### src/rtl/sdram_phase_autotune_pkg.sv
// Shared types and helpers for the SDRAM clock phase auto-tuner.
package sdram_phase_pkg;

    // Width of the phase offset, best phase and step-count fields.
    localparam int unsigned PHASE_W = 8;

    typedef enum logic [3:0] {
        IDLE,
        STEP_SETUP,
        STEP_PULSE,
        STEP_HOLD,
        SETTLE,
        DWELL,
        RECORD,
        SCAN,
        ALIGN,
        DONE
    } state_t;

    // Bits needed for a counter that runs 0..n-1, never less than 1.
    function automatic int unsigned cnt_width(input int unsigned n);
        return (n <= 2) ? 1 : $clog2(n);
    endfunction

endpackage

### src/rtl/sdram_phase_autotune_if.sv
// Control, mem_tester counter and PLL phase signals of the auto-tuner.
interface sdram_phase_autotune_if
    import sdram_phase_pkg::*;
#(
    parameter int unsigned C_steps = 8
);
    logic                   start;
    logic [31:0]            passcount;
    logic [31:0]            failcount;
    logic                   phasedir;
    logic                   phasestep;
    logic                   phaseloadreg;
    logic [PHASE_W-1:0]     phase;
    logic [C_steps-1:0]     pass_map;
    logic [PHASE_W-1:0]     best_phase;
    logic [PHASE_W:0]       window_len;
    logic                   busy;
    logic                   done;
    logic                   nopass;

    // Requester / environment side.
    modport master (
        output start, passcount, failcount,
        input  phasedir, phasestep, phaseloadreg, phase, pass_map,
               best_phase, window_len, busy, done, nopass
    );

    // Auto-tuner side.
    modport slave (
        input  start, passcount, failcount,
        output phasedir, phasestep, phaseloadreg, phase, pass_map,
               best_phase, window_len, busy, done, nopass
    );
endinterface

### src/rtl/sdram_phase_autotune_phase_stepper.sv
// Issues 'count' forward PLL phase steps, each as setup-low / pulse-high /
// hold-low segments of C_pulse_cycles each. step_done marks each step.
module phase_stepper
    import sdram_phase_pkg::*;
#(
    parameter int unsigned C_pulse_cycles = 4
) (
    input  logic               clk,
    input  logic               reset,
    input  logic               req,
    input  logic [PHASE_W-1:0] count,
    output logic               phasestep,
    output logic               phasedir,
    output logic               busy,
    output logic               step_done
);

    localparam int unsigned   PW    = cnt_width(C_pulse_cycles);
    localparam logic [PW-1:0] PLAST = PW'(C_pulse_cycles - 1);

    state_t             state_q, state_d;
    logic [PW-1:0]      cnt_q, cnt_d;
    logic [PHASE_W-1:0] rem_q, rem_d;
    logic               phasestep_q, phasestep_d;

    // State, segment counter, remaining steps and registered pulse output.
    always_ff @(posedge clk or posedge reset) begin
        if (reset) begin
            state_q     <= IDLE;
            cnt_q       <= '0;
            rem_q       <= '0;
            phasestep_q <= 1'b0;
        end else begin
            state_q     <= state_d;
            cnt_q       <= cnt_d;
            rem_q       <= rem_d;
            phasestep_q <= phasestep_d;
        end
    end

    // Segment sequencing: SETUP -> PULSE -> HOLD, repeated per step.
    always_comb begin
        state_d   = state_q;
        cnt_d     = cnt_q;
        rem_d     = rem_q;
        step_done = 1'b0;
        case (state_q)
            IDLE: begin
                if (req && (count != '0)) begin
                    rem_d   = count;
                    cnt_d   = '0;
                    state_d = STEP_SETUP;
                end
            end
            STEP_SETUP: begin
                if (cnt_q == PLAST) begin
                    cnt_d   = '0;
                    state_d = STEP_PULSE;
                end else begin
                    cnt_d = cnt_q + 1'b1;
                end
            end
            STEP_PULSE: begin
                if (cnt_q == PLAST) begin
                    cnt_d   = '0;
                    state_d = STEP_HOLD;
                end else begin
                    cnt_d = cnt_q + 1'b1;
                end
            end
            STEP_HOLD: begin
                if (cnt_q == PLAST) begin
                    cnt_d     = '0;
                    step_done = 1'b1;
                    if (rem_q == PHASE_W'(1)) begin
                        state_d = IDLE;
                    end else begin
                        rem_d   = rem_q - PHASE_W'(1);
                        state_d = STEP_SETUP;
                    end
                end else begin
                    cnt_d = cnt_q + 1'b1;
                end
            end
            default: state_d = IDLE;
        endcase
        phasestep_d = (state_d == STEP_PULSE);
    end

    assign phasestep = phasestep_q;
    assign phasedir  = 1'b0;
    assign busy      = (state_q != IDLE);

endmodule

### src/rtl/sdram_phase_autotune.sv
// SDRAM chip-clock phase auto-tuner: sweeps the PLL phase one full turn,
// builds a pass map from mem_tester counters, finds the centre of the widest
// circular passing run and steps the PLL there.
// Latency, in clk edges from the edge sampling start to the edge raising done:
//   C_steps*(C_settle_cycles + C_dwell_cycles + 2 + 3*C_pulse_cycles)
//   + 2*C_steps + (n == 0 ? 1 : 3*C_pulse_cycles*n + 2), n = align steps.
module sdram_phase_autotune
    import sdram_phase_pkg::*;
#(
    parameter int unsigned C_steps         = 8,
    parameter int unsigned C_settle_cycles = 1024,
    parameter int unsigned C_dwell_cycles  = 65536,
    parameter int unsigned C_pulse_cycles  = 4
) (
    input  logic                  clk,
    input  logic                  reset,
    sdram_phase_autotune_if.slave bus
);

    localparam int unsigned        IW    = $clog2(C_steps);
    localparam int unsigned        TMAX  = (C_settle_cycles > C_dwell_cycles) ?
                                           C_settle_cycles : C_dwell_cycles;
    localparam int unsigned        TW    = cnt_width(TMAX);
    localparam logic [TW-1:0]      SLAST = TW'(C_settle_cycles - 1);
    localparam logic [TW-1:0]      DLAST = TW'(C_dwell_cycles - 1);
    localparam logic [PHASE_W-1:0] PMASK = PHASE_W'(C_steps - 1);
    localparam logic [PHASE_W:0]   NSTEP = (PHASE_W + 1)'(C_steps);
    localparam logic [IW:0]        KLAST = '1;

    state_t             state_q, state_d;
    logic [TW-1:0]      timer_q, timer_d;
    logic [PHASE_W:0]   meas_q, meas_d;
    logic [PHASE_W-1:0] phase_q, phase_d;
    logic [C_steps-1:0] pass_map_q, pass_map_d;
    logic [31:0]        f0_q, f0_d, p0_q, p0_d;
    logic [IW:0]        k_q, k_d;
    logic [PHASE_W:0]   run_q, run_d, blen_q, blen_d;
    logic [IW-1:0]      run_start_q, run_start_d, bstart_q, bstart_d;
    logic [PHASE_W-1:0] best_phase_q, best_phase_d;
    logic [PHASE_W:0]   window_len_q, window_len_d;
    logic               nopass_q, nopass_d;
    logic               busy_q, busy_d;
    logic               done_q, done_d;

    logic               scan_bit;
    logic [PHASE_W:0]   run_new;
    logic [IW-1:0]      start_new;

    logic               stp_req, stp_busy, stp_done, stp_phasestep, stp_phasedir;
    logic [PHASE_W-1:0] stp_count;

    phase_stepper #(
        .C_pulse_cycles(C_pulse_cycles)
    ) u_stepper (
        .clk      (clk),
        .reset    (reset),
        .req      (stp_req),
        .count    (stp_count),
        .phasestep(stp_phasestep),
        .phasedir (stp_phasedir),
        .busy     (stp_busy),
        .step_done(stp_done)
    );

    // Sweep controller state and result registers.
    always_ff @(posedge clk or posedge reset) begin
        if (reset) begin
            state_q      <= IDLE;
            timer_q      <= '0;
            meas_q       <= '0;
            phase_q      <= '0;
            pass_map_q   <= '0;
            f0_q         <= '0;
            p0_q         <= '0;
            k_q          <= '0;
            run_q        <= '0;
            run_start_q  <= '0;
            blen_q       <= '0;
            bstart_q     <= '0;
            best_phase_q <= '0;
            window_len_q <= '0;
            nopass_q     <= 1'b0;
            busy_q       <= 1'b0;
            done_q       <= 1'b0;
        end else begin
            state_q      <= state_d;
            timer_q      <= timer_d;
            meas_q       <= meas_d;
            phase_q      <= phase_d;
            pass_map_q   <= pass_map_d;
            f0_q         <= f0_d;
            p0_q         <= p0_d;
            k_q          <= k_d;
            run_q        <= run_d;
            run_start_q  <= run_start_d;
            blen_q       <= blen_d;
            bstart_q     <= bstart_d;
            best_phase_q <= best_phase_d;
            window_len_q <= window_len_d;
            nopass_q     <= nopass_d;
            busy_q       <= busy_d;
            done_q       <= done_d;
        end
    end

    // Next-state: measure/step sweep, circular window scan, align, done.
    always_comb begin
        state_d      = state_q;
        timer_d      = timer_q;
        meas_d       = meas_q;
        phase_d      = phase_q;
        pass_map_d   = pass_map_q;
        f0_d         = f0_q;
        p0_d         = p0_q;
        k_d          = k_q;
        run_d        = run_q;
        run_start_d  = run_start_q;
        blen_d       = blen_q;
        bstart_d     = bstart_q;
        best_phase_d = best_phase_q;
        window_len_d = window_len_q;
        nopass_d     = nopass_q;
        stp_req      = 1'b0;
        stp_count    = PHASE_W'(1);

        // Two laps over the map so runs crossing phase 0 are seen whole.
        scan_bit  = pass_map_q[k_q[IW-1:0]];
        run_new   = (run_q >= NSTEP) ? NSTEP : run_q + 1'b1;
        start_new = (run_q == '0) ? k_q[IW-1:0] : run_start_q;

        if (stp_done) begin
            phase_d = (phase_q + PHASE_W'(1)) & PMASK;
        end

        case (state_q)
            IDLE: begin
                if (bus.start) begin
                    pass_map_d = '0;
                    timer_d    = '0;
                    meas_d     = '0;
                    state_d    = SETTLE;
                end
            end
            SETTLE: begin
                if (timer_q == SLAST) begin
                    timer_d = '0;
                    f0_d    = bus.failcount;
                    p0_d    = bus.passcount;
                    state_d = DWELL;
                end else begin
                    timer_d = timer_q + 1'b1;
                end
            end
            DWELL: begin
                if (timer_q == DLAST) begin
                    timer_d = '0;
                    state_d = RECORD;
                end else begin
                    timer_d = timer_q + 1'b1;
                end
            end
            RECORD: begin
                pass_map_d[phase_q[IW-1:0]] = (bus.failcount == f0_q) &&
                                              (bus.passcount != p0_q);
                meas_d  = meas_q + 1'b1;
                stp_req = 1'b1;
                state_d = STEP_SETUP;
            end
            STEP_SETUP: begin
                // Sweep step in flight; leave once the stepper is idle again.
                if (!stp_busy) begin
                    if (meas_q == NSTEP) begin
                        k_d         = '0;
                        run_d       = '0;
                        run_start_d = '0;
                        blen_d      = '0;
                        bstart_d    = '0;
                        state_d     = SCAN;
                    end else begin
                        timer_d = '0;
                        state_d = SETTLE;
                    end
                end
            end
            SCAN: begin
                if (scan_bit) begin
                    run_d       = run_new;
                    run_start_d = start_new;
                    if (run_new > blen_q) begin
                        blen_d   = run_new;
                        bstart_d = start_new;
                    end
                end else begin
                    run_d = '0;
                end
                if (k_q == KLAST) begin
                    window_len_d = blen_d;
                    best_phase_d = (PHASE_W'(bstart_d) + blen_d[PHASE_W:1]) & PMASK;
                    nopass_d     = (blen_d == '0);
                    state_d      = ALIGN;
                end else begin
                    k_d = k_q + 1'b1;
                end
            end
            ALIGN: begin
                if (!stp_busy) begin
                    if (phase_q == best_phase_q) begin
                        state_d = DONE;
                    end else begin
                        stp_req   = 1'b1;
                        stp_count = (best_phase_q - phase_q) & PMASK;
                    end
                end
            end
            DONE:    state_d = IDLE;
            default: state_d = IDLE;
        endcase

        busy_d = (state_d != IDLE) && (state_d != DONE);
        done_d = (state_d == DONE);
    end

    assign bus.phasestep    = stp_phasestep;
    assign bus.phasedir     = stp_phasedir;
    assign bus.phaseloadreg = 1'b0;
    assign bus.phase        = phase_q;
    assign bus.pass_map     = pass_map_q;
    assign bus.best_phase   = best_phase_q;
    assign bus.window_len   = window_len_q;
    assign bus.busy         = busy_q;
    assign bus.done         = done_q;
    assign bus.nopass       = nopass_q;

endmodule

### src/flat_wrapper.sv
// flat-port wrapper written by rule: the top's interface ports become plain ports
module sdram_phase_autotune_flat import sdram_phase_pkg::*;
#(
    parameter int unsigned C_steps         = 8,
    parameter int unsigned C_settle_cycles = 1024,
    parameter int unsigned C_dwell_cycles  = 65536,
    parameter int unsigned C_pulse_cycles  = 4
)
  (clk, reset, bus_start, bus_passcount, bus_failcount, bus_phasedir, bus_phasestep, bus_phaseloadreg, bus_phase, bus_pass_map, bus_best_phase, bus_window_len, bus_busy, bus_done, bus_nopass);
  sdram_phase_autotune_if #(.C_steps(C_steps)) bus_i ();
  input  logic clk;
  input  logic reset;
  input wire logic [$bits(bus_i.start)-1:0] bus_start;
  input wire logic [$bits(bus_i.passcount)-1:0] bus_passcount;
  input wire logic [$bits(bus_i.failcount)-1:0] bus_failcount;
  output wire logic [$bits(bus_i.phasedir)-1:0] bus_phasedir;
  output wire logic [$bits(bus_i.phasestep)-1:0] bus_phasestep;
  output wire logic [$bits(bus_i.phaseloadreg)-1:0] bus_phaseloadreg;
  output wire logic [$bits(bus_i.phase)-1:0] bus_phase;
  output wire logic [$bits(bus_i.pass_map)-1:0] bus_pass_map;
  output wire logic [$bits(bus_i.best_phase)-1:0] bus_best_phase;
  output wire logic [$bits(bus_i.window_len)-1:0] bus_window_len;
  output wire logic [$bits(bus_i.busy)-1:0] bus_busy;
  output wire logic [$bits(bus_i.done)-1:0] bus_done;
  output wire logic [$bits(bus_i.nopass)-1:0] bus_nopass;
  assign bus_i.start = bus_start;
  assign bus_i.passcount = bus_passcount;
  assign bus_i.failcount = bus_failcount;
  assign bus_phasedir = bus_i.phasedir;
  assign bus_phasestep = bus_i.phasestep;
  assign bus_phaseloadreg = bus_i.phaseloadreg;
  assign bus_phase = bus_i.phase;
  assign bus_pass_map = bus_i.pass_map;
  assign bus_best_phase = bus_i.best_phase;
  assign bus_window_len = bus_i.window_len;
  assign bus_busy = bus_i.busy;
  assign bus_done = bus_i.done;
  assign bus_nopass = bus_i.nopass;
  sdram_phase_autotune #(.C_steps(C_steps), .C_settle_cycles(C_settle_cycles), .C_dwell_cycles(C_dwell_cycles), .C_pulse_cycles(C_pulse_cycles)) u_core (.clk(clk), .reset(reset), .bus(bus_i));
endmodule
### config.mk
export PLATFORM = sky130hd
export DESIGN_NAME = sdram_phase_autotune_flat
export DESIGN_NICKNAME = d
export VERILOG_FILES = /design/src/rtl/sdram_phase_autotune_pkg.sv /design/src/rtl/sdram_phase_autotune_if.sv /design/src/rtl/sdram_phase_autotune_phase_stepper.sv /design/src/rtl/sdram_phase_autotune.sv /design/src/flat_wrapper.sv
export SDC_FILE = /design/constraint.sdc
export NUM_CORES = 1
export LEC_CHECK = 0
export ABC_AREA = 1
export BUFFER_PORTS_ARGS = -buffer_cell sky130_fd_sc_hd__buf_2
export CAP_MARGIN = 20
export CORE_MARGIN = 2
export CORE_UTILIZATION = 40
export DETAILED_ROUTE_END_ITERATION = 8
export RECOVER_POWER = 50
export SLEW_MARGIN = 0
export SYNTH_ARGS = -nofsm -noshare
export SYNTH_HDL_FRONTEND = slang
export SYNTH_SLANG_ARGS = --single-unit
### constraint.sdc
create_clock -name clk -period 7.2 [get_ports clk]
set_input_delay 0.72 -clock clk [delete_from_list [all_inputs] [get_ports clk]]
set_output_delay 0.72 -clock clk [all_outputs]
set_load 0.05 [all_outputs]
**Yosys cells after proc, flatten, opt, wreduce, memory -nomap -nowiden**

Cells that the tools add are included.

- Flip-flop bits (word level): 162
- Bits in latches: 0
- Memory bits (writable): 0
- Memory bits (read-only): 0
- Output and inout port bits: 39
- Word-level logic and storage cells: 158
- Memories kept: 0

- Add/sub/neg operators: 9
- Multiply operators: 0
- Divide/modulo/power cells: 0
- Magnitude comparators: 5
- Eq/ne operators: 30
- Shifts and indexed selects: 0
- Multiplexer cells: 67
- Bitwise gates (word level): 0
- Reduce and logical (&&, ||, !) cells: 26

Operators with widths:

| operator | count |
|---|---|
| two-way mux 16 bit | 5 |
| two-way mux 9 bit | 8 |
| case mux 16 bit (4 select lines) | 1 |
| two-way mux 4 bit | 14 |
| case mux 9 bit (2 select lines) | 3 |
| two-way mux 8 bit | 6 |
| == test 32 bit | 1 |
| != test 32 bit | 1 |
| case mux 8 bit (2 select lines) | 2 |
| case mux 4 bit (7 select lines) | 1 |
| two-way mux 3 bit | 8 |
| adder 9 x 1 -> 9 bit, second input constant | 2 |
| zero test 9 bit | 2 |
| adder 16 x 1 -> 16 bit, second input constant | 1 |
| == test 16 x 10 -> 1 bit, second input constant | 1 |
| == test 16 bit, second input constant | 1 |
| == test 4 x 3 -> 1 bit, second input constant | 4 |
| case mux 4 bit (4 select lines) | 1 |
| AND reduction 4 bit | 4 |
| != test 2 bit, second input constant | 7 |
| == test 4 x 2 -> 1 bit, second input constant | 3 |
| == test 4 bit, second input constant | 3 |
| case mux 3 bit (2 select lines) | 2 |
| nonzero test 4 bit | 3 |
| other kinds (32) | 53 |

**Depth between registers and ports, before layout**

Gate-level depths: netlist of run 1.

- Depth in word-level cells: 9
- Depth in mapped cells: 25
- Mapped depth without buffers: 25

**Modules after synthesis**

A second synthesis of run 1 with hierarchy kept.

- Cell total of the unflattened synthesis: 1,112
- Area, all modules: 8,853.5 µm²

By module, submodules not included:

| module | instances | cells each | area an instance (µm²) | seq. area each (µm²) |
|---|---|---|---|---|
| sdram_phase_autotune | 1 | 962 | 7,796.2 | 3,678.5 |
| phase_stepper | 1 | 150 | 1,057.3 | 375.4 |

**Least setup slack after synthesis of run 1**

OpenSTA, ideal clock, no wires.

- Path type: reg2reg
- From: reg u_core.run_q[0]
- To: reg u_core.best_phase_q[2] (netlist: u_core.bus.best_phase[2])
- Arrival: 2.663 ns
- Required time: 7.081 ns
- Slack: 4.418 ns
- Cell stages (with the launch flop): 22
- Period minus slack after synthesis: 2.782 ns
- Cell sequence: dfrtp_1 -> inv_1 -> ha_1 -> nand2_1 -> inv_1 -> ha_1 -> a21oi_1 -> nand2_1 -> nand3_1 -> nand2_1 -> nand2_1 -> nand2_2 -> nand3_2 -> buf_6 -> nand2_1 -> nand2_1 -> ha_1 -> fa_1 -> inv_1 -> nand2_1 -> a21oi_1 -> nor2_1

- Cells in the longest elaborated chain, start to end: 7
- Elaborated cells between the ends (all ways): 13
- Those cells by class: add/sub (2); order compare (2); mux (8); reduce/logical (1)

Ends and longest elaborated chain:

| what | line | source |
|---|---|---|
| start, declared | sdram_phase_autotune.sv:37 | `logic [PHASE_W:0] run_q, run_d, blen_q, blen_d;` |
| start signal, assigned | sdram_phase_autotune.sv:94 | `run_q <= run_d;` |
| adder 9 x 1 -> 9 bit or >= comparator 9 x 4 -> 1 bit (tied branches) | sdram_phase_autotune.sv:128 | `run_new = (run_q >= NSTEP) ? NSTEP : run_q + 1'b1;` |
| two-way mux 9 bit | sdram_phase_autotune.sv:128 |  |
| greater-than comparator 9 bit | sdram_phase_autotune.sv:189 | `if (run_new > blen_q) begin` |
| two-way mux 3 bit or two-way mux 9 bit (tied branches) | sdram_phase_autotune.sv:189 |  |
| two-way mux 3 bit or two-way mux 9 bit (tied branches) | sdram_phase_autotune.sv:186 | `if (scan_bit) begin` |
| two-way mux 3 bit or two-way mux 9 bit (tied branches) | sdram_phase_autotune.sv:135 | `case (state_q)` |
| adder 3 bit * | sdram_phase_autotune.sv:198 | `best_phase_d = (PHASE_W'(bstart_d) + blen_d[PHASE_W:1]) & PMASK;` |
| end signal, assigned | sdram_phase_autotune.sv:98 | `best_phase_q <= best_phase_d;` |
| end, declared | sdram_phase_autotune.sv:39 | `logic [PHASE_W-1:0] best_phase_q, best_phase_d;` |

Every way passes the cells marked *; elsewhere a longest branch is shown, timed or not. The select of a mux whose other input is x is not followed.
A chain may end at the register's enable or synchronous reset.

**Worst setup path after layout of run 1**

- From: reg u_core.timer_q[0]
- To: reg u_core.p0_q[21]

- Cells in the longest elaborated chain, start to end: 2

Ends and longest elaborated chain:

| what | line | source |
|---|---|---|
| start, declared | sdram_phase_autotune.sv:31 | `logic [TW-1:0] timer_q, timer_d;` |
| start signal, assigned | sdram_phase_autotune.sv:87 | `timer_q <= timer_d;` |
| == test 16 x 10 -> 1 bit | sdram_phase_autotune.sv:145 | `if (timer_q == SLAST) begin` |
| AND reduction 2 bit (no source line) | -- |  |
| end signal, assigned | sdram_phase_autotune.sv:92 | `p0_q <= p0_d;` |
| end, declared | sdram_phase_autotune.sv:35 | `logic [31:0] f0_q, f0_d, p0_q, p0_d;` |

No other way between the ends.

==> metrics.yaml, run 1 <==
detailed_routing:
  antenna_left: 0
  vias_per_cell: 4.92
  remaining_drc_errors: 0
  wire_per_inst_um: 13.4
  firstDrtPassIters: 5
  wirelength_mm: 18.1
  vias: 6658
  drtIter0Drc: 340
timing:
  slew_violations: 188
  fin_crit_ns: 4.41
  grt_setup_unrepaired: "no"
  layout_setup_ws_ns: 2.79
  worst_pin_slew_ns: 4.54
  finClkSkew_ns: 0.00640
  fmax_mhz: 227
  setup-tns-final_ns: 0
  setup_viol: 0
  post-route-period-util_pct: 61.2
  hold_viol: 0
  worst_hold_slack_ns: 0.476
  slew_headroom_pct: -204
floorplanning:
  die_w_um: 150
  die_area_um2: 22500
  die_height_um: 150
  start_util_pct: 40.7
  io_pins: 106
  row_count: 53
  core_um2: 21000
power:
  power_leakage_nw: 4.82
  power_mw: 1.97
  power_density_nw_per_um2: 202
  ir_worst_vdd_mv: 0.134
worst_setup_path:
  cp_slowest_cell: "clkbuf_1"
  max_stage_delay_ns: 2.49
  endpoint_kind: "flop"
  cp_max_fo: 84
  path_cells: "ha_1 > nand3_1 > inv_1 > nand3_1 > nor2_1 > nand3_1 > clkbuf_1 > o21ai_0"
  crit_arrival_ns: 4.54
  path_class: "reg2reg"
  start_kind: "flop"
  crit_path_frequent_cell: "nand3_1"
  r2r_cells: 8
  crit_required_ns: 7.33
  reg2reg_slack_ns: 2.79
synthesis:
  ys_ff_latch: 162
  ys_seq_area_share_pct: 47.5
  yosys_warnings: 0
  synth_cell_types: 48
  syn_area_um2: 8540
  synthCells: 965
  syn_avg_cell_area_um2: 8.85
finish:
  antenna_cells: 0
  fin_nets: 1157
  areaGrowthSynthToFinish_pct: 14.4
  final_common_cell: "nand2_1"
  final_cell_count_no_fill: 1354
  finalInstanceArea_um2: 9770
  fin_util_pct: 46.6
  drive_above_1_share_pct: 15.4
  layout_common_cells: "nand2_1 (163), dfrtp_1 (162), inv_1 (120), nor2_1 (80), o21ai_0 (80)"
placed_design:
  place_inst: 1322
  hpwlAfterDp_mm: 13.0
  place_congestion: 0.755
  io_buffers: 93
  placed_area_um2: 9240
  pre_cts_ws_ns: 4.04
clock_network:
  cts.hold.buffers_added: 0
  cts_resized: 0
  clockBufferDepth: 2
  cts-root-buf: "clkbuf_16"
  cts_sinks: 162
  cts_inserted_buffers: 17
  cts_tree: "built"
  cts.clk_slew.worst_paths_ns: 0.06
  h-tree-depth: 4
  clk_latency_ns: 0.42
  cts_setup_buffers: 0
min_path:
  hold-path-cell-count: 1
  hold_class: "reg2reg"
flow_run:
  maxCapViolCount: 2
global_routing:
  grt_max_degree: 103
  grt_pass1_vias: 6234
  grt.total_usage_pct: 16.7
  grt_remaining_overflow: 0
  antenna_found_initial: 0
  grt_pass1_wl_mm: 30.2
run_status:
  run_status: "finished, violations left"
  violations: "capacitance limit, slew limit"
==> logic make-up (layout without fill, tap and decap cells) <==
| logic type | count (synthesis) | in the layout | synth area share [%] |
|---|---|---|---|
| buffers and inverters | 158 | 254 | 7.99 |
| XOR/XNOR | 50 | 50 | 5.13 |
| AND/OR/NAND/NOR | 380 | 380 | 20.7 |
| flip-flops | 162 | 162 | 47.5 |
| adder cells (fa/ha/maj) | 23 | 23 | 3.55 |
| other | 1 | 19 | 0.0439 |
| AO/OA/AOI/OAI | 155 | 155 | 10.4 |
| multiplexers | 36 | 36 | 4.75 |
==> worst max-delay path, delay by kind of cell, from the launching register on <==
kind,cells,cell delay (ns)
AOI/OAI and AO/OA,1,0.36
and+or+nand+nor,4,0.58
adders and majority gates,1,0.24
DFF,1,0.39
buffers and inverters,2,2.54
==> power breakdown <==
group / internal [mW] / total (mW) / switching, mW
logic: 0.0390 / 0.101 / 0.0623
registers: 0.922 / 0.928 / 0.00660
clock network: 0.585 / 0.941 / 0.356
total: 1.55 / 1.97 / 0.425
==> cell usage after synthesis (all sizes together) <==
library cell | number | area share (%)
o31ai | 8 | 0.70
buf | 22 | 2.0
a22oi | 2 | 0.18
nor4 | 14 | 1.1
a31oi | 2 | 0.15
o2bb2ai | 1 | 0.10
nand4 | 28 | 2.1
a22o | 3 | 0.31
nand2 | 165 | 7.4
nor2 | 83 | 4.0
xor2 | 21 | 2.2
a21oi | 27 | 1.6
xnor2 | 29 | 3.0
clkbuf | 8 | 0.35
nand3 | 42 | 2.5
clkinv | 2 | 0.088
or2 | 23 | 1.7
o21a | 3 | 0.28
o22ai | 11 | 0.81
dfrtp | 162 | 47
o21ai | 86 | 5.0
o211ai | 2 | 0.18
o2111ai | 7 | 0.72
nor3 | 19 | 1.4
o32ai | 1 | 0.10
nor3b | 6 | 0.59
inv | 126 | 5.5
conb | 1 | 0.044
fa | 2 | 0.47
ha | 21 | 3.1
mux2 | 36 | 4.7
a2bb2oi | 1 | 0.10
a211oi | 1 | 0.088
==> area by class of cell <==
type	instances	area, µm²
well taps	275	344
clock inverters	11	161
fillers	2069	11200
repair buffers	95	443
clock buffers	20	447
inverters	128	482
multi-input cells	663	3830
flip-flops and latches	162	4050
==> per-layer routing <==
layer | vias to the layer above | GRT usage (%) | part of all wire [%]
li1 | 3377 | - | -
met3 | 22 | 3.55 | 4.5
met2 | 136 | 26.6 | 46
met1 | 3123 | 22.7 | 48
met5 | - | 0 | 0
met4 | 0 | 5.94 | 1.8
==> flip-flops by register name, indices dropped and copies added (netlist names), 4 cells and up <==
register                  count
u_core.bus.window_len         9
u_core.bus.pass_map           8
u_core.f0_q                  32
u_core.meas_q                 9
u_core.state_q                4
u_core.timer_q               16
u_core.run_q                  9
u_core.blen_q                 9
u_core.k_q                    4
u_core.p0_q                  32
u_core.u_stepper.state_q      4
u_core.u_stepper.rem_q        8
==> worst paths after layout <==
kind,start,end
max,u_core.timer_q[0],u_core.p0_q[21]
min,u_core.meas_q[8],u_core.meas_q[8]
max reg2reg,u_core.timer_q[0],u_core.p0_q[21]
min reg2reg,u_core.meas_q[8],u_core.meas_q[8]
max in group asynchronous,reset,u_core.meas_q[7]
min in group asynchronous,reset,u_core.p0_q[20]
No activity file was read; power rests on OpenSTA's default activity.
==> run 2: changes to the inputs <==
- ABC_AREA: 1 -> 0
- clock period: 7.2 -> 4.2 ns (I/O delays scaled with it)
==> run 2 against run 1 <==
Compared with the run above: clock skew rose by 0.0055 ns; cell count fell by 14%; count of clock-buffer cells in the layout fell by 2; critical path type unchanged; core utilization rose by 0.23 points; clock power rose by 73%; flip-flop and latch count did not move; the run still ends with capacitance limit, slew limit left.
==> metrics.yaml, run 2 <==
finish:
  antenna_cells: 0
  ff_latch_area_um2: 4050
  fin_nets: 968
  top_regs: "u_core.f0_q: 32 flops, u_core.p0_q: 32 flops, u_core.timer_q: 16 flops"
  finalInstanceArea_um2: 9750
  layout_common_cells: "dfrtp_1 (162), buf_2 (83), mux2_2 (69), nand2_1 (65), o21ai_0 (48)"
  multi_input_area_um2: 4130
  drive_above_1_share_pct: 23.0
  areaGrowthSynthToFinish_pct: 16.0
  nFillCells: 1934
  final_common_cell: "dfrtp_1"
global_routing:
  grt_remaining_overflow: 0
  grt_max_degree: 163
  grt.total_usage_pct: 15.9
  grt_pass1_vias: 5870
  antenna_found_initial: 0
  grt_pass1_wl_mm: 28.6
clock_network:
  cts_resized: 0
  cts_tree: "built"
  cts-root-buf: "clkbuf_16"
  cts.hold.buffers_added: 0
  cts_setup_buffers: 0
  h-tree-depth: 4
  cts_sinks: 162
  clk_latency_ns: 0.43
  cts.clk_slew.worst_paths_ns: 0.07
  clockBufferDepth: 2
  cts_inserted_buffers: 17
worst_setup_path:
  endpoint_kind: "flop"
  crit_required_ns: 4.56
  max_stage_delay_ns: 0.41
  timing.rr.end: "u_core.bus.best_phase[2]"
  path_cells: "nor4_4 > buf_4 > and3_1 > ha_1 > nor2b_1 > o2111ai_1 > o2111a_1 > o22ai_2 > and2_2 > nor2_1 > a21oi_1 > ha_1 > fa_1 > or3_1 > a22oi_1 > nor2_1 > nand2_1"
  crit_buf_inv: 1
  crit_family: "simple AND/OR/NAND/NOR gates"
  path_class: "reg2reg"
  cp_slowest_cell: "fa_1"
  crit_arrival_ns: 4.23
  cp_max_fo: 9
  reg2reg_slack_ns: 0.33
  rr_startpoint: "u_core.run_q[3]"
  start_kind: "flop"
  r2r_cells: 17
timing:
  slew_headroom_pct: -48.3
  setup_viol: 0
  slew_violations: 163
  setup-tns-final_ns: 0
  fmax_mhz: 258
  finClkSkew_ns: 0.0119
  post-route-period-util_pct: 92.1
  hold_viol: 0
  fin_crit_ns: 3.87
  worst_pin_slew_ns: 2.22
  worst_hold_slack_ns: 0.246
  grt_setup_unrepaired: "no"
synthesis:
  synthCells: 778
  ys_seq_area_share_pct: 48.2
  netlist.top_cell.by_area: "dfrtp_1"
  synth.top_cells.by_count: "dfrtp_1 (162), mux2_2 (69), nand2_1 (65)"
  synth-edff-count: 0
  yosys_warnings: 0
  synth_cell_types: 66
  yosys.cell_count.top_type: "dfrtp_1"
  synthTopCellsByArea: "dfrtp_1 (48%), mux2_2 (9.2%), xnor2_1 (4.3%)"
  netlist.area_leader.share_pct: 48.2
  ys_ff_latch: 162
  synthFlopType: "dfrtp_1"
  ys_async_sr_fraction_pct: 100
  syn_avg_cell_area_um2: 10.8
  syn_area_um2: 8410
detailed_routing:
  wire_per_inst_um: 14.2
  top_layer: "met4"
  route.met2.wl_mm: 7.46
  remaining_drc_errors: 0
  wl_met1_mm: 7.89
  antenna_left: 0
  met3_length_mm: 1.01
  vias_per_cell: 5.09
  wirelength_mm: 16.5
  firstDrtPassIters: 4
  vias: 5934
  drtIter0Drc: 248
power:
  power_mw: 3.43
  power_leakage_nw: 4.41
  power_density_nw_per_um2: 352
  ir_worst_vdd_mv: 0.247
run_status:
  violations: "capacitance limit, slew limit"
  run_status: "finished, violations left"
placed_design:
  place_congestion: 0.774
  io_buffers: 93
  hpwlAfterDp_mm: 11.4
  placed_area_um2: 9160
min_path:
  hold_class: "in2reg"
  hold_start: "bus_passcount[29]"
  min_to: "u_core.p0_q[29]"
  hold-path-cell-count: 2
floorplanning:
  row_count: 53
  die_area_um2: 22200
  die_w_um: 149
  io_pins: 106
  die_height_um: 149
  core_um2: 20800
  start_util_pct: 40.4
flow_run:
  maxCapViolCount: 1
run 2: cell types whose count changed after synthesis, moves of 14 or more:
cell      previous run  this run
and3_1               0        14
nand2_1            161        65
and2_1               0        19
clkbuf_1             8        23
nor2_1              75        41
or2_2               22         4
xor2_1              21        39
inv_1              119        24
o21ai_0             80        48
a21oi_1             26         9
mux2_2              32        69
run 2: worst max-delay path by stage:
stage	startpoint	end	slack, ns	depth (start not counted)
finish	u_core.run_q[3]	u_core.bus.best_phase[2]	0.33	17
detailed placement	u_core.run_q[3]	u_core.bus.best_phase[2]	0.33	16
global placement	u_core.run_q[3]	u_core.bus.best_phase[2]	0.40	17
floorplan	u_core.run_q[3]	u_core.bus.best_phase[2]	0.25	19
global route	u_core.run_q[3]	u_core.bus.best_phase[2]	0.04	17
CTS	u_core.run_q[3]	u_core.bus.best_phase[2]	0.28	16
run 2: cell type report:
type / count / area share [%]
well taps: 275 / 3.53
multi-input cells: 572 / 42.4
inverters: 24 / 0.962
flip-flops and latches: 162 / 41.6
clock buffers: 18 / 4.50
repair buffers: 101 / 5.26
clock inverters: 13 / 1.78
run 2: metal layers:
metal / global-route usage, % / vias to the layer above
met5: 0 / -
met4: 4.29 / 0
met3: 5.66 / 14
met2: 24.6 / 110
met1: 21.3 / 2869
li1: - / 2941
run 2: through the flow:
| step | instances | util, % | setup WS [ns] |
|---|---|---|---|
| finish | 1165 | 46.8 | 0.331 |
| global route | 1165 | 46.8 | 0.0382 |
| CTS | 1164 | 46.9 | 0.284 |
| detailed placement | 1133 | 44.0 | 0.329 |
| global placement | 1133 | 44.0 | 0.400 |
| floorplan | 796 | - | 0.248 |
run 2: cells by family (layout without fill, tap and decap cells):
| logic type | count (synthesis) | count (layout) | synth area share (%) |
|---|---|---|---|
| AO/OA/AOI/OAI | 112 | 112 | 8.83 |
| XOR/XNOR | 81 | 81 | 8.60 |
| AND/OR/NAND/NOR | 251 | 251 | 15.4 |
| adder cells (fa/ha/maj) | 23 | 23 | 3.60 |
| multiplexers | 86 | 86 | 11.9 |
| other | 1 | 19 | 0.0446 |
| buffers and inverters | 62 | 156 | 3.42 |
| flip-flops | 162 | 162 | 48.2 |
run 2: worst register-to-register path, delay by kind of cell, from the launching register on:
kind,cells,cell delay [ns]
flip-flops,1,0.40
AND/OR/NAND/NOR,8,1.60
buffers and inverters,1,0.20
adder cells (fa/ha/maj),3,0.88
AO/OA/AOI/OAI,5,0.72
run 2: power breakdown:
part           switching, mW  internal, mW  total [mW]
clock                  0.666         0.963        1.63
sequential            0.0205          1.59        1.61
combinational          0.106        0.0839       0.190
==> run 3: changes to the inputs <==
--- a/constraint.sdc
+++ b/constraint.sdc
@@ -3,2 +3,2 @@
 set_output_delay 0.42 -clock clk [all_outputs]
-set_load 0.05 [all_outputs]
+set_load 0.1 [all_outputs]
==> run 3 against run 2 <==
Compared with the run above: the flow still finishes with violations (capacitance limit, slew limit); count of clock-buffer cells in the layout unchanged; critical path depth stayed put; first-iteration DRC count rose by 1.2%; global-route usage unchanged; setup slack stayed put; clock power hardly changed; register-to-register slack barely moved; sequential share of layout area barely moved; fmax did not move; die area unchanged; power grew 0.67%.
==> metrics.yaml, run 3 (synthesis gave the netlist of run 2 again) <==
timing:
  slew_headroom_pct: -48.3
  setup-tns-final_ns: 0
  post-route-period-util_pct: 92.1
  worst_pin_slew_ns: 2.22
  finClkSkew_ns: 0.0119
  grt_setup_unrepaired: "no"
  hold_viol: 0
  fin_crit_ns: 3.87
  setup_viol: 0
  slew_violations: 163
  fmax_mhz: 258
  worst_hold_slack_ns: 0.246
worst_setup_path:
  start_kind: "flop"
  crit_required_ns: 4.56
  path_class: "reg2reg"
  cp_slowest_cell: "fa_1"
  crit_arrival_ns: 4.23
  endpoint_kind: "flop"
  path_cells: "nor4_4 > buf_4 > and3_1 > ha_1 > nor2b_1 > o2111ai_1 > o2111a_1 > o22ai_2 > and2_2 > nor2_1 > a21oi_1 > ha_1 > fa_1 > or3_1 > a22oi_1 > nor2_1 > nand2_1"
  max_stage_delay_ns: 0.41
  cp_max_fo: 9
finish:
  areaGrowthSynthToFinish_pct: 16.0
  fin_nets: 968
  final_common_cell: "dfrtp_1"
  fin_util_pct: 46.8
  drive_above_1_share_pct: 23.1
  nFillCells: 1933
  final_cell_count_no_fill: 1165
  antenna_cells: 0
  top_regs: "u_core.f0_q: 32 flops, u_core.p0_q: 32 flops, u_core.timer_q: 16 flops"
  layout_common_cells: "dfrtp_1 (162), buf_2 (84), mux2_2 (69), nand2_1 (65), o21ai_0 (48)"
power:
  p_sw_mw: 0.816
  clkPwrFrac_pct: 47.1
  seqPwrFrac_pct: 46.7
  ir_worst_vdd_mv: 0.247
  power_leakage_nw: 4.42
  p_int_mw: 2.64
  pwr-share-comb_pct: 6.2
  power_density_nw_per_um2: 354
  sw_frac_of_total_pct: 23.6
placed_design:
  place_congestion: 0.774
  hpwlAfterDp_mm: 11.4
  place_inst: 1133
  io_buffers: 93
clock_network:
  clockBufferDepth: 2
  cts.hold.buffers_added: 0
  clk_latency_ns: 0.43
  cts_inserted_buffers: 17
  cts-root-buf: "clkbuf_16"
  h-tree-depth: 4
  cts.clk_slew.worst_paths_ns: 0.07
  cts_tree: "built"
  cts_sinks: 162
global_routing:
  grt_pass1_vias: 5870
  grt.total_usage_pct: 15.9
  grt_max_degree: 163
  grt_pass1_wl_mm: 28.6
  grt_remaining_overflow: 0
  antenna_found_initial: 0
detailed_routing:
  firstDrtPassIters: 4
  wirelength_mm: 16.5
  vias: 5934
  antenna_left: 0
  drtIter0Drc: 251
  vias_per_cell: 5.09
  wire_per_inst_um: 14.2
  remaining_drc_errors: 0
run_status:
  violations: "capacitance limit, slew limit"
  run_status: "finished, violations left"
floorplanning:
  io_pins: 106
  die_height_um: 149
  start_util_pct: 40.4
  die_w_um: 149
  row_count: 53
  die_area_um2: 22200
  core_um2: 20800
flow_run:
  maxCapViolCount: 1
min_path:
  hold_class: "in2reg"
run 3: cell types whose count changed in the layout (fill, tap and decap cells not counted), sizes merged:
cell and change:
clkbuf -1, buf +1
run 3: layout make-up:
class                   instances  area, µm²  share of cell area, %
inverters                      24       93.8                  0.962
clock buffers                  18        439                   4.50
multi-input cells             572       4130                   42.4
repair buffers                101        514                   5.27
clock inverters                13        174                   1.78
flip-flops and latches        162       4050                   41.6
well taps                     275        344                   3.53
run 3: worst paths after layout:
check                                          from                  endpoint  slack (ns)  cells past startpoint
hold reg to reg            u_core.bus.window_len[4]  u_core.bus.window_len[4]        0.48                      2
max in group asynchronous                     reset          u_core.meas_q[4]        2.02                      3
min in group asynchronous                     reset           u_core.p0_q[29]        0.78                      3
hold / removal                    bus_passcount[29]           u_core.p0_q[29]        0.25                      2
setup reg to reg                    u_core.run_q[3]  u_core.bus.best_phase[2]        0.33                     17
setup / recovery                    u_core.run_q[3]  u_core.bus.best_phase[2]        0.33                     17
run 3: critical path: cells and delay by family (launching register included):
kind	cells	cell delay, ns
AOI/OAI and AO/OA	5	0.72
buffers and inverters	1	0.20
and+or+nand+nor	8	1.60
DFF	1	0.40
adders and majority gates	3	0.88
run 3: stage by stage:
stage | total power [mW] | area (µm²) | setup WS, ns
2_1_floorplan | 1.80 | 8480 | 0.246
3_3_place_gp | 1.86 | 9160 | 0.400
3_5_place_dp | 1.86 | 9160 | 0.329
4_1_cts | 3.52 | 9770 | 0.284
5_1_grt | 3.61 | 9750 | 0.0382
6_report | 3.46 | 9750 | 0.331
run 3: power groups by stage:
stage               sequential (mW)  combinational [mW]  clock (mW)
floorplan                      1.64               0.162           0
global placement               1.64               0.218           0
detailed placement             1.64               0.219           0
CTS                            1.61               0.220        1.69
global route                   1.62               0.238        1.75
finish                         1.61               0.213        1.63
run 3: layer usage:
layer	wire [µm]	track usage [%]	part of all wire (%)	up-vias
li1	-	-	-	2941
met1	7890	21.3	48	2869
met2	7460	24.6	45	110
met3	1010	5.66	6.1	14
met4	138	4.29	0.84	0
met5	0	0	0	-
run 3: repair_timing:
item | 4_1_cts | 5_1_grt
gates resized for setup | 0 | 1
endpoints found under the setup margin | 0 | 1
buffers inserted | 0 | 0
